File: src/rtl/pipe_hazard_ctrl.sv
// Stall/flush sequencer for a 5-stage pipeline without forwarding.
// Detects RAW hazards against EX and MEM and inserts bubbles for them.
// Squashes wrong-path fetches after a redirect, freezes on data-memory wait,
// and keeps saturating debug counters for stalls and redirects.
module pipe_hazard_ctrl #(
   parameter int unsigned REG_W     = 6,
   parameter int unsigned FETCH_LAT = 1,
   parameter int unsigned CNT_W     = 16
) (
   input  logic             clk,
   input  logic             rst_n,
   input  logic [REG_W-1:0] id_rs,
   input  logic [REG_W-1:0] id_rt,
   input  logic             id_use_rs,
   input  logic             id_use_rt,
   input  logic [REG_W-1:0] ex_rd,
   input  logic             ex_reg_write,
   input  logic [REG_W-1:0] mem_rd,
   input  logic             mem_reg_write,
   input  logic             redirect,
   input  logic             mem_wait,
   output logic             pc_en,
   output logic             if_id_en,
   output logic             if_id_flush,
   output logic             id_ex_flush,
   output logic             hazard_stall,
   output logic             flushing,
   output logic [CNT_W-1:0] stall_count,
   output logic [CNT_W-1:0] flush_count
);

   typedef enum logic [0:0] {StRun, StFlush} state_t;

   localparam logic [3:0]       LatCnt = 4'(FETCH_LAT);
   localparam logic [CNT_W-1:0] CntMax = '1;

   state_t           state_q;
   logic [3:0]       fcnt_q;
   logic [CNT_W-1:0] stall_q;
   logic [CNT_W-1:0] flush_q;
   logic             raw;

   // A source operand conflicts if a pending writer in EX or MEM targets it; r0 never does.
   function automatic logic match(input logic [REG_W-1:0] r);
      return (r != '0) && ((ex_reg_write && (ex_rd == r)) || (mem_reg_write && (mem_rd == r)));
   endfunction

   assign raw = (id_use_rs && match(id_rs)) || (id_use_rt && match(id_rt));

   assign flushing    = (state_q == StFlush);
   assign stall_count = stall_q;
   assign flush_count = flush_q;

   // Pipeline control decode; priority reset > freeze > redirect > flush > RAW > run.
   always_comb begin
      pc_en        = 1'b1;
      if_id_en     = 1'b1;
      if_id_flush  = 1'b0;
      id_ex_flush  = 1'b0;
      hazard_stall = 1'b0;
      if (!rst_n) begin
         pc_en       = 1'b0;
         if_id_en    = 1'b0;
         if_id_flush = 1'b1;
         id_ex_flush = 1'b1;
      end else if (mem_wait) begin
         pc_en    = 1'b0;
         if_id_en = 1'b0;
      end else if (redirect) begin
         if_id_flush = 1'b1;
         id_ex_flush = 1'b1;
      end else if (state_q == StFlush) begin
         // ID holds squashed NOPs here, so raw is deliberately ignored.
         if_id_flush = 1'b1;
      end else if (raw) begin
         pc_en        = 1'b0;
         if_id_en     = 1'b0;
         id_ex_flush  = 1'b1;
         hazard_stall = 1'b1;
      end
   end

   // FSM, flush countdown and saturating event counters; all hold while frozen.
   always_ff @(posedge clk) begin
      if (!rst_n) begin
         state_q <= StRun;
         fcnt_q  <= '0;
         stall_q <= '0;
         flush_q <= '0;
      end else if (!mem_wait) begin
         if (redirect) begin
            if (flush_q != CntMax) flush_q <= flush_q + 1'b1;
            fcnt_q  <= LatCnt;
            state_q <= (LatCnt != 4'd0) ? StFlush : StRun;
         end else if (state_q == StFlush) begin
            fcnt_q <= fcnt_q - 4'd1;
            if (fcnt_q <= 4'd1) state_q <= StRun;
         end else if (raw) begin
            if (stall_q != CntMax) stall_q <= stall_q + 1'b1;
         end
      end
   end

   // The flush countdown is only 4 bits wide.
   always_ff @(posedge clk) begin
      assert (FETCH_LAT <= 15) else $error("pipe_hazard_ctrl: FETCH_LAT %0d exceeds 15", FETCH_LAT);
   end

endmodule
File: config.mk
export PLATFORM = sky130hd
export DESIGN_NAME = pipe_hazard_ctrl
export DESIGN_NICKNAME = d
export VERILOG_FILES = /design/src/rtl/pipe_hazard_ctrl.sv
export SDC_FILE = /design/constraint.sdc
export NUM_CORES = 1
export LEC_CHECK = 0
export ABC_AREA = 0
export ABC_CLOCK_PERIOD_IN_PS = 3800
export BUFFER_PORTS_ARGS = -buffer_cell sky130_fd_sc_hd__buf_4
export CORE_MARGIN = 3
export CORE_UTILIZATION = 55
export DETAILED_ROUTE_END_ITERATION = 10
export GPL_TIMING_DRIVEN = 0
export PLACE_DENSITY = 0.85
export SYNTH_ARGS = -nofsm -noshare
export SYNTH_HDL_FRONTEND = slang
export SYNTH_SLANG_ARGS = --single-unit
File: constraint.sdc
create_clock -name clk -period 3.8 [get_ports clk]
set_clock_uncertainty 0.1 [all_clocks]
set_input_delay 0.57 -clock clk [delete_from_list [all_inputs] [get_ports clk]]
set_output_delay 0.57 -clock clk [all_outputs]
set_load 0.05 [all_outputs]
==> impl_results.md <==
* Status: finished, final reports clean
* Nets at 378
* I/O pin count at 70
* Launching point of the worst reg2reg path: flush_count[0]
* Slew Viols, Final at 0
* Count of final setup violators at 0
* DR vias/cell at 5.69
* Most common cell in the netlist: dfxtp_1
* Clock share of power at 33.8%
* Leak Pwr at 1.08 nW
* Initial antenna violation count at 0
* RSZ-0062 raised after global routing: no
* Switching pwr at 0.000221 W
* Synth Flop Type: dfxtp_1
* Wirelength, routed at 5560 um
* VDD IR max at 0.245 mV
* Hold WC Path Type: reg2reg
* Largest net degree at the start of global routing at 13
* Crit path launch type: input port
* Max-slew headroom at 60.7%
* Vias in the first global route at 2130
* Sequential-to-total area share from yosys stat at 33.2%
* Setup total negative slack at 0 ns
* Switching share of total power at 27.7%
* Post-CTS sizing at 0
* Reg-to-reg setup timing slack at 1.65 ns
* Syn-to-layout area delta at 29.4%
* Area contributors post-synth: dfxtp_1, xnor2_1, nand3_1
* Clock root cell: clkbuf_8
* R2R depth at 7
* Initial core utilization at 58.8%
* Fmax at 316 MHz
* Pwr per Cell Area at 276 mW/mm^2
* Top-area cell type share of the netlist area at 33.2%
* Die X at 69.7 um
* Mapped Cells at 267
* Layout cells sized above 1 at 26.2%
* GRT overflow at 0
* Post-Synthesis Cell Area at 0.00223 mm^2
* Placed inst area at 0.00280 mm^2
* Slew of the pin with the lowest slew margin at 0.586 ns
* Final Cell Area at 0.00289 mm^2
* Vias post-DR at 2226
* Row cnt at 22
* H-tree lvl count at 2
* Core region area at 0.00380 mm^2
* Total Power at 0.000798 W
* Filler cells at 310
* Post-DRT Antenna Nets at 0
* DRC viols at 0
* Clock Path Buffers at 2
* Synth unique cells at 44
* Async set or reset register ratio after synthesis at 0%
* Combinational Power Share at 16.7%
* Syn avg cell area at 8.36 um^2
* GP Congestion at 0.922
* Final Hold Viols at 0
* N_diodes at 0
* Critical Path Sink Type: output port
* Register share of total power at 49.5%
* Max Cap Viol at 0
* Crit Path Max Fanout at 10
* CTS tree: built
* Total GRT Usage at 23.5%
* Critical Path RT at 3.13 ns
* Endpoint, Worst Hold: fcnt_q[3]
* CP arrival at 2.50 ns
* TritonCTS sink count at 37
* Area of the multi-input gates at 0.00139 mm^2
* Synth Register Bits at 37
* Final Cycle Share at 83.4%
* Syn. warnings at 0
* Storage cell area at 741 um^2
* Hold depth at 2
* Worst-path clk slew at 0.08 ns
* Reg-to-reg endpoint: flush_count[14]
* Chip Height at 69.7 um
* Postcts setup bufs at 0
* Post-synth EDFFs at 0
* Final HPWL DP at 4330 um
* Area leader, netlist: dfxtp_1
* Post-CTS Hold Buffers at 0
* Int Power at 0.000577 W
* Initial DRC count at 189
* IO Port Bufs at 68
* Die ar. at 0.00486 mm^2
* Drt first pass iters at 4
* CTS Buf Count at 5
* WL per Instance at 14.2 um
* Final min period at 3.17 ns
* Critical path class: in2out
* Hold Crit Start: fcnt_q[3]
* Synthesized Nets at 303
* Global-route wire length before repair at 9480 um
* Clock latency on the worst-skew pair at 0.29 ns
* Synth cell count leaders: dfxtp_1, xnor2_1, nor2_1, nand3_1
## logic make-up after synthesis
logic type	after synthesis	synth area share, %
muxes	6	2.69
and+or+nand+nor	121	30.2
adders and majority gates	4	2.24
buffers and inverters	19	4.48
xor gates and xnor gates	37	14.5
AOI/OAI and AO/OA	43	12.7
DFF	37	33.2
## critical path: stages
cell and delay [ns]:
buf_4 0.12, or4_1 0.55, nor3_2 0.11, nor3b_1 0.08, a22oi_2 0.22, buf_6 0.16
buf_6 0.14, nor2_1 0.05, nor3_2 0.15, buf_4 0.14, buf_4 0.18
## layout by cell type, fill, tap and decap left out, types with 2 or more instances in the layout
cell type / n
buf_4: 71
dfxtp_1: 37
xnor2_1: 26
nor2_1: 22
nand3_1: 20
nand2_1: 16
a21oi_1: 16
nand4_1: 14
xor2_1: 11
or4_1: 9
nand2b_1: 8
o31ai_1: 7
inv_1: 6
and4_1: 6
mux2i_1: 6
clkbuf_1: 5
o21ai_0: 5
nor4_1: 5
clkbuf_8: 5
nor3_1: 4
ha_1: 4
or3_1: 3
o21ai_1: 3
o22ai_1: 2
buf_2: 2
nor3_2: 2
nor3b_1: 2
buf_6: 2
and2_1: 2
o41ai_1: 2
or2_2: 2
and3_1: 2
clkinv_2: 2
## metrics by stage
| step | utilization (%) | hold slack [ns] | setup slack (ns) | std cells |
|---|---|---|---|---|
| final | 76.1 | 0.394 | 0.631 | 391 |
| after global routing | 76.1 | 0.434 | 0.523 | 391 |
| after CTS | 76.1 | 0.395 | 0.617 | 391 |
| after detailed placement | 73.8 | 0.383 | 0.619 | 383 |
| after global placement | 73.8 | 0.369 | 0.623 | 383 |
| after floorplan | - | 0.358 | 0.318 | 267 |
## worst max path at each step
stage	slack, ns	endpoint	start	cells past startpoint
finish	0.63	pc_en	id_rs[2]	11
global route	0.52	pc_en	id_rt[2]	11
CTS	0.62	pc_en	id_rs[2]	11
detailed placement	0.62	pc_en	id_rs[2]	11
global placement	0.62	pc_en	id_rs[2]	11
floorplan	0.32	hazard_stall	id_rs[2]	7
## power groups by stage
stage | Sequential [W] | Clock (W) | Combinational [W]
after global routing | 0.000396 | 0.000291 | 0.000146
after detailed placement | 0.000404 | 0 | 0.000133
after global placement | 0.000404 | 0 | 0.000131
final | 0.000395 | 0.000270 | 0.000133
after floorplan | 0.000410 | 0 | 0.0000702
after CTS | 0.000395 | 0.000275 | 0.000134
## area by class of cell
cell class,instances,area share [%]
well taps,48,2.08
inverters,6,0.780
repair buffers,68,17.7
plain buffers,13,2.69
clock inverters,3,0.606
multi-input cells,211,48.2
clock buffers,5,2.38
flip-flops and latches,37,25.6
## registers in the layout (all words and copies together) (netlist names)
register	flops
fcnt_q	4
flushing	1
flush_count	16
stall_count	16
## routing by layer
metal	part of all wire (%)	wire [um]	global-route usage, %	up-vias
li1	-	-	-	1119
met1	44	2450	29.6	1038
met2	49	2750	39.7	62
met3	5.3	296	4.93	7
met4	1.2	67	8.30	0
met5	0	0	0	-
Power figures use the tool's default switching activity.
